[src/rtl/mem_arbiter.sv]
// Byte-wide RAM port arbiter: serialises 32-bit instruction fetches and 1/2/4-byte
// loads/stores into byte transactions and reassembles read data little-endian.
module mem_arbiter #(
   parameter int ADDR_W = 32
) (
   input  logic              clk,
   input  logic              rst,
   input  logic              rdy,
   input  logic              clr_i,
   input  logic              if_req_i,
   input  logic [ADDR_W-1:0] if_addr_i,
   output logic              if_done_o,
   output logic [31:0]       if_data_o,
   input  logic              ls_req_i,
   input  logic              ls_we_i,
   input  logic [2:0]        ls_len_i,
   input  logic [ADDR_W-1:0] ls_addr_i,
   input  logic [31:0]       ls_wdata_i,
   output logic              ls_done_o,
   output logic [31:0]       ls_rdata_o,
   output logic [ADDR_W-1:0] ram_a_o,
   output logic [7:0]        ram_dout_o,
   output logic              ram_wr_o,
   input  logic [7:0]        ram_din_i
);

   typedef enum logic [2:0] {
      IDLE,
      IF_RD,
      LS_RD,
      LS_WR,
      DONE
   } state_t;

   state_t      state;
   logic [2:0]  cnt;
   logic [2:0]  len;
   logic [ADDR_W-1:0] base;
   logic [31:0] wdata;
   logic [31:0] assembly;
   logic [31:0] merged;
   logic [7:0]  wr_byte;

   // RAM read data lags the address by one cycle, so the byte landing while
   // cnt=k belongs to index k-1.
   always_comb begin
      merged = assembly;
      case (cnt)
         3'd1:    merged[7:0]   = ram_din_i;
         3'd2:    merged[15:8]  = ram_din_i;
         3'd3:    merged[23:16] = ram_din_i;
         3'd4:    merged[31:24] = ram_din_i;
         default: merged = assembly;
      endcase
   end

   always_comb begin
      wr_byte = 8'h00;
      case (cnt[1:0])
         2'd0: wr_byte = wdata[7:0];
         2'd1: wr_byte = wdata[15:8];
         2'd2: wr_byte = wdata[23:16];
         2'd3: wr_byte = wdata[31:24];
         default: wr_byte = 8'h00;
      endcase
   end

   // The write strobe is gated by rdy so a paused byte is never written twice.
   assign ram_a_o    = base + ADDR_W'(cnt);
   assign ram_wr_o   = (state == LS_WR) && rdy;
   assign ram_dout_o = (state == LS_WR) ? wr_byte : 8'h00;

   always_ff @(posedge clk) begin
      if (rst) begin
         state      <= IDLE;
         cnt        <= 3'd0;
         len        <= 3'd0;
         base       <= '0;
         wdata      <= 32'h0;
         assembly   <= 32'h0;
         if_done_o  <= 1'b0;
         ls_done_o  <= 1'b0;
         if_data_o  <= 32'h0;
         ls_rdata_o <= 32'h0;
      end else if (rdy) begin
         if_done_o <= 1'b0;
         ls_done_o <= 1'b0;
         case (state)
            IDLE: begin
               cnt <= 3'd0;
               if (ls_req_i) begin
                  len      <= ls_len_i;
                  base     <= ls_addr_i;
                  assembly <= 32'h0;
                  if (ls_we_i) begin
                     wdata <= ls_wdata_i;
                     state <= LS_WR;
                  end else begin
                     state <= LS_RD;
                  end
               end else if (if_req_i && !clr_i) begin
                  len      <= 3'd4;
                  base     <= if_addr_i;
                  assembly <= 32'h0;
                  state    <= IF_RD;
               end
            end
            IF_RD, LS_RD: begin
               if (state == IF_RD && clr_i) begin
                  state <= IDLE;
                  cnt   <= 3'd0;
               end else begin
                  assembly <= merged;
                  if (cnt == len) begin
                     state <= DONE;
                     if (state == IF_RD) begin
                        if_done_o <= 1'b1;
                        if_data_o <= merged;
                     end else begin
                        ls_done_o  <= 1'b1;
                        ls_rdata_o <= merged;
                     end
                  end else begin
                     cnt <= cnt + 3'd1;
                  end
               end
            end
            LS_WR: begin
               if (cnt == len - 3'd1) begin
                  state     <= DONE;
                  ls_done_o <= 1'b1;
               end else begin
                  cnt <= cnt + 3'd1;
               end
            end
            DONE: begin
               state <= IDLE;
               cnt   <= 3'd0;
            end
            default: begin
               state <= IDLE;
               cnt   <= 3'd0;
            end
         endcase
      end
   end

endmodule

[config.mk]
export PLATFORM = sky130hd
export DESIGN_NAME = mem_arbiter
export DESIGN_NICKNAME = d
export VERILOG_FILES = /design/src/rtl/mem_arbiter.sv
export SDC_FILE = /design/constraint.sdc
export NUM_CORES = 1
export LEC_CHECK = 0
export CAP_MARGIN = 30
export CORE_ASPECT_RATIO = 0.6
export CORE_UTILIZATION = 48
export DETAILED_ROUTE_END_ITERATION = 10
export GPL_ROUTABILITY_DRIVEN = 1
export HOLD_SLACK_MARGIN = 0.06
export PLACE_DENSITY = 0.8
export REMOVE_ABC_BUFFERS = 1
export SETUP_SLACK_MARGIN = 0.02
export SLEW_MARGIN = 20
export SYNTH_ARGS = -nofsm -noshare
export SYNTH_HDL_FRONTEND = slang
export SYNTH_SLANG_ARGS = --single-unit
[constraint.sdc]
create_clock -name clk -period 2.5 [get_ports clk]
set_input_delay 0.375 -clock clk [delete_from_list [all_inputs] [get_ports clk]]
set_output_delay 0.375 -clock clk [all_outputs]
set_load 0.1 [all_outputs]
# Word-level counts from Yosys, hierarchy flattened
# Cells that the tools add are included.
[classes]
addsub = 3
n_eq_ne = 18
mux = 34
bitwise_logic = 2
n_reduce_logical = 16
[ops]
columns = ["operator", "count"]
rows = [
  ["$mux 32", 5],
  ["$pmux 32 s2", 1],
  ["$mux 8", 5],
  ["$add 32x3->32", 1],
  ["$pmux 8 s4", 1],
  ["$mux 3", 10],
  ["$eq 3x2->1 const B", 4],
  ["$reduce_and 4->1", 3],
  ["$reduce_and 5->1", 2],
  ["$mux 1", 9],
  ["$ne 3x3->1 const B", 3],
  ["$pmux 3 s3", 1],
  ["$eq 3x1->1 const B", 2],
  ["$eq 3x3->1", 2],
  ["$pmux 3 s2", 1],
  ["$reduce_and 3->1", 2],
  ["$eq 2x2->1 const B", 2],
  ["$ne 2x2->1 const B", 2],
  ["$reduce_bool 2->1", 2],
  ["$add 3x1->3 const B", 1],
  ["$eq 3x3->1 const B", 1],
  ["$logic_and 1x1->1", 3],
  ["$logic_not 3->1", 1],
  ["$sub 3x1->3 const B", 1],
  ["7 further kinds", 8],
]
[totals]
reg_bits = 171
input_bits = 114
output_inout_bits = 107

# Longest topological paths before layout
[depth]
ltp_word = 5
mapped_depth = 8

# Worst setup path before layout
# No wires, ideal clock.
[synth_path]
path_type = "register -> output"
from = "register cnt[1]"
to = "output port ram_a_o[31]"
arrival_time_ns = 3.215
t_required_ns = 2.125
slack_ns = -1.090
path_stages_with_launch = 8
path_cell_list = "dfxtp_1 > ha_1 > a21o_1 > a21o_1 > clkbuf_1 > nand4_1 > nor4_1 > xor2_1"
[synth_via]
elab_chain_cells = 1
[synth_rtl]
columns = ["item", "line", "rtl"]
rows = [
  ["start, declared", "36", "logic [2:0] cnt;"],
  ["start signal, assigned", "124", "cnt <= cnt + 3'd1;"],
  ["start signal, assigned", "133", "cnt <= cnt + 3'd1;"],
  ["$add 32x3->32", "69", "assign ram_a_o = base + ADDR_W'(cnt);"],
  ["end, declared", "21", "output logic [ADDR_W-1:0] ram_a_o,"],
]
# No other way between the ends.

# Worst setup path in the final report
[layout_path]
from = "register base[0]"
to = "output port ram_a_o[20]"
[layout_via]
elab_chain_cells = 1
[layout_rtl]
columns = ["item", "line", "rtl"]
rows = [
  ["start, declared", "38", "logic [ADDR_W-1:0] base;"],
  ["start signal, assigned", "93", "base <= ls_addr_i;"],
  ["start signal, assigned", "103", "base <= if_addr_i;"],
  ["$add 32x3->32", "69", ""],
]
# No other way between the ends.

==> flow_summary.yaml <==
placed_design:
  gp_congestion: 0.8481
  dpl.cell_count: 1255
  dp_hpwl_mm: 15.86
  pre_cts_ws_ps: -23.51
  numPortBuffers: 220
cells_and_area:
  nNetsFinal: 1215
  num-fill-cells: 1006
  stdcell_count: 1306
  utilization_pct: 76.43
  multi_input_comb_area_um2: 4432
  drive_gt1_share_pct: 26.29
  seq_area_um2: 3437
  syn2layout_area_growth_pct: 53.13
  num_antenna_cells: 0
timing:
  max_freq_ghz: 0.3487
  timing.final.ws_setup_ps: -367.5
  fin_skew_ps: 10.14
  hold_violations: 0
  rsz0062_at_grt: "yes"
  setup_viol: 25
  worst_slew_pin_slew_ps: 783.5
  period_needed_ps: 2867
  post-route-period-util_pct: 114.7
  slew_headroom_pct: 47.77
  fin_tns_setup_ps: -4945
  final_max_slew_viol_count: 0
hold_path:
  hold_depth: 2
  min_from: "rst"
  hp-class: "input pin to register"
  min_to: "if_data_o[11]$_SDFFE_PP0P_"
power_and_ir_drop:
  power.clock.fraction_pct: 35.0
  power.leakage_nw: 4.586
  p_comb_share_pct: 26.5
  p_int_mw: 4.980
  switchingPower_mw: 2.753
  swShare_pct: 35.60
  p_total_mw: 7.733
  p_per_area_nw_per_um2: 649.0
  vdd_drop_max_v: 0.0004506
  sequentialPowerShare_pct: 38.5
global_routing:
  grt_util_all_layers_pct: 28.23
  grt_start_max_net_pins: 76
  overflow: 0
  antenna_found_initial: 0
  grt_pass1_vias: 7190
  grt_pass1_wl_mm: 37.51
synth:
  synth_top_cell_area_share_pct: 43.99
  synthCells: 858
  netlist_area_um2: 7781
  yosysUniqueCellTypes: 49
  seq_area_frac_synth_pct: 43.99
  synth.area.top_cells: "dfxtp_1, mux2i_1, a211oi_1, nor2_1, nand2_1"
  async_reset_ff_share_pct: 0
  netlist_top_cells_count: "dfxtp_1, nor2_1, a211oi_1, nand2_1, mux2i_1"
  yosysWarnings: 0
  ys_ff_latch: 171
  avgSynthCellArea_um2: 9.069
  yosys.area.top_type: "dfxtp_1"
  synthFlopType: "dfxtp_1"
  synth_edf_count: 0
  yosysMostFrequentCell: "dfxtp_1"
detailed_routing:
  vias: 7613
  ant_nets: 0
  firstDrtPassIters: 9
  drt_iter0_markers: 673
  routedWlPerCell_um: 19.91
  drc: 11
  routed_via_density: 5.829
  drt-total-wl_mm: 26.00
cts:
  clk_latency_ps: 430
  cts_buffers: 17
  cts_tree: "yes"
  cts.sinks: 171
  cts_root_buf: "clkbuf_16"
  cts_hold_buffers: 0
  htreeDepth: 4
  cts_buffer_depth: 2
  clk_pin_slew_worst_paths_ps: 80
flow_run:
  max-cap-violations: 0
status:
  violations: "DRC, setup timing"
  status: "complete, but fails checks"
worst_setup_path:
  required_ps: 2120
  reg2reg_depth: 7
  cp.arrival_ps: 2490
  cp-end-kind: "primary output"
  slowest_stage: "fa_2"
  crit_chain: "ha_4, fa_2, a21o_1, and2_4, and3_4, buf_6, nand3_2, xnor2_1, bufbuf_16"
  ff2ff_setup_slack_ps: 50
  reg2reg_from: "cnt[1]$_SDFFE_PP0P_"
  critPathLaunchType: "register"
  cp_max_fo: 3
  r2r_end: "state[1]$_SDFFE_PP0P_"
  worstSetupPathType: "register to primary output"
  critical_path.max_stage_delay_ps: 370
floorplan:
  start_util_pct: 49.91
  die-area_um2: 16740
  io_pins: 221
  core_area_um2: 15590
  dieWidth_um: 166.4
  dieHeight_um: 100.6
  placement_rows: 35
-- cell type report --
class / count / share of cell area [%]
multi-input combinational: 600 / 37.19
timing repair buffer: 279 / 25.93
clock inverter: 15 / 1.575
sequential: 171 / 28.85
inverter: 21 / 0.7561
tap: 203 / 2.132
clock buffer: 17 / 3.570
-- layout by cell type, fill, tap and decap left out, drive strengths merged, types with 5 or more instances in the layout --
master and instances:
ha 10, xnor2 18, a21oi 50, mux2i 66
nor2b 13, clkbuf 22, a22o 16, clkdlybuf4s50 111
nand2b 15, o2bb2ai 7, nor2 128, buf 159
nand2 77, dfxtp 171, clkinv 6, a21o 5
o32ai 8, inv 28, nor3 6, a211oi 97
nand3 11, and3 7, xor2 16, a222oi 8
nand4 10
-- metal layers --
layer,GRT usage (%),vias up,routed length (um)
met5,0,-,0
met4,8.547,0,622
met3,7.578,47,2059
met2,46.51,350,12500
met1,36.47,3700,10820
li1,-,3516,-
-- power by group through the flow --
stage | Combinational (mW) | Clock (mW) | Sequential [mW]
after floorplan | 0.868 | 0 | 3.25
after global placement | 1.86 | 0 | 3.00
after detailed placement | 1.89 | 0 | 3.01
after CTS | 1.95 | 2.70 | 2.95
after global routing | 2.12 | 2.84 | 2.99
final | 2.05 | 2.71 | 2.98
-- worst max-delay path: cells and delay by family (launching register included) --
kind	cells	cell delay, ps
adder cells (fa/ha/maj)	2	540
buffers and inverters	2	460
AND/OR/NAND/NOR	3	390
flip-flops	1	340
AO/OA/AOI/OAI	1	180
XOR/XNOR	1	140
-- registers in the layout (all words and copies together), names as in the netlist --
signal      cells
if_done_o       1
len             3
wdata          32
state           3
ls_rdata_o     32
assembly       32
ls_done_o       1
base           32
cnt             3
if_data_o      32
-- through the flow --
step / hold WS, ps / area [um2]
finish: 442.4 / 11920
floorplan: 429.7 / 7470
CTS: 406.9 / 11580
global placement: 443.7 / 10550
global route: 468.1 / 11920
detailed placement: 446.7 / 10550
-- worst max-delay path by stage --
stage,from,cells past startpoint,to
after floorplan,state[0]$_SDFFE_PP0P_,5,if_data_o[10]$_SDFFE_PP0P_
after global placement,cnt[0]$_SDFFE_PP0P_,8,ram_a_o[16]
after detailed placement,cnt[0]$_SDFFE_PP0P_,8,ram_a_o[16]
after CTS,base[0]$_SDFFE_PP0P_,9,ram_a_o[20]
after global routing,base[0]$_SDFFE_PP0P_,9,ram_a_o[20]
final,base[0]$_SDFFE_PP0P_,9,ram_a_o[20]
-- what timing repair did --
item,in CTS,in global routing
gates cloned,0,0
endpoints found under the setup margin,32,34
buffers inserted,15,10
pin swaps,29,27
gates resized for setup,62,62
-- cells by family (layout without fill, tap and decap cells) --
group,after synthesis,count (layout),share of synthesized area [%]
xor+xnor,35,35,4.116
flops,171,171,43.99
simple gates,281,281,16.19
fa+ha+maj,11,11,1.865
buf+inv,87,332,5.017
compound gates,207,207,20.32
mux,66,66,8.490
Power figures use the tool's default switching activity.
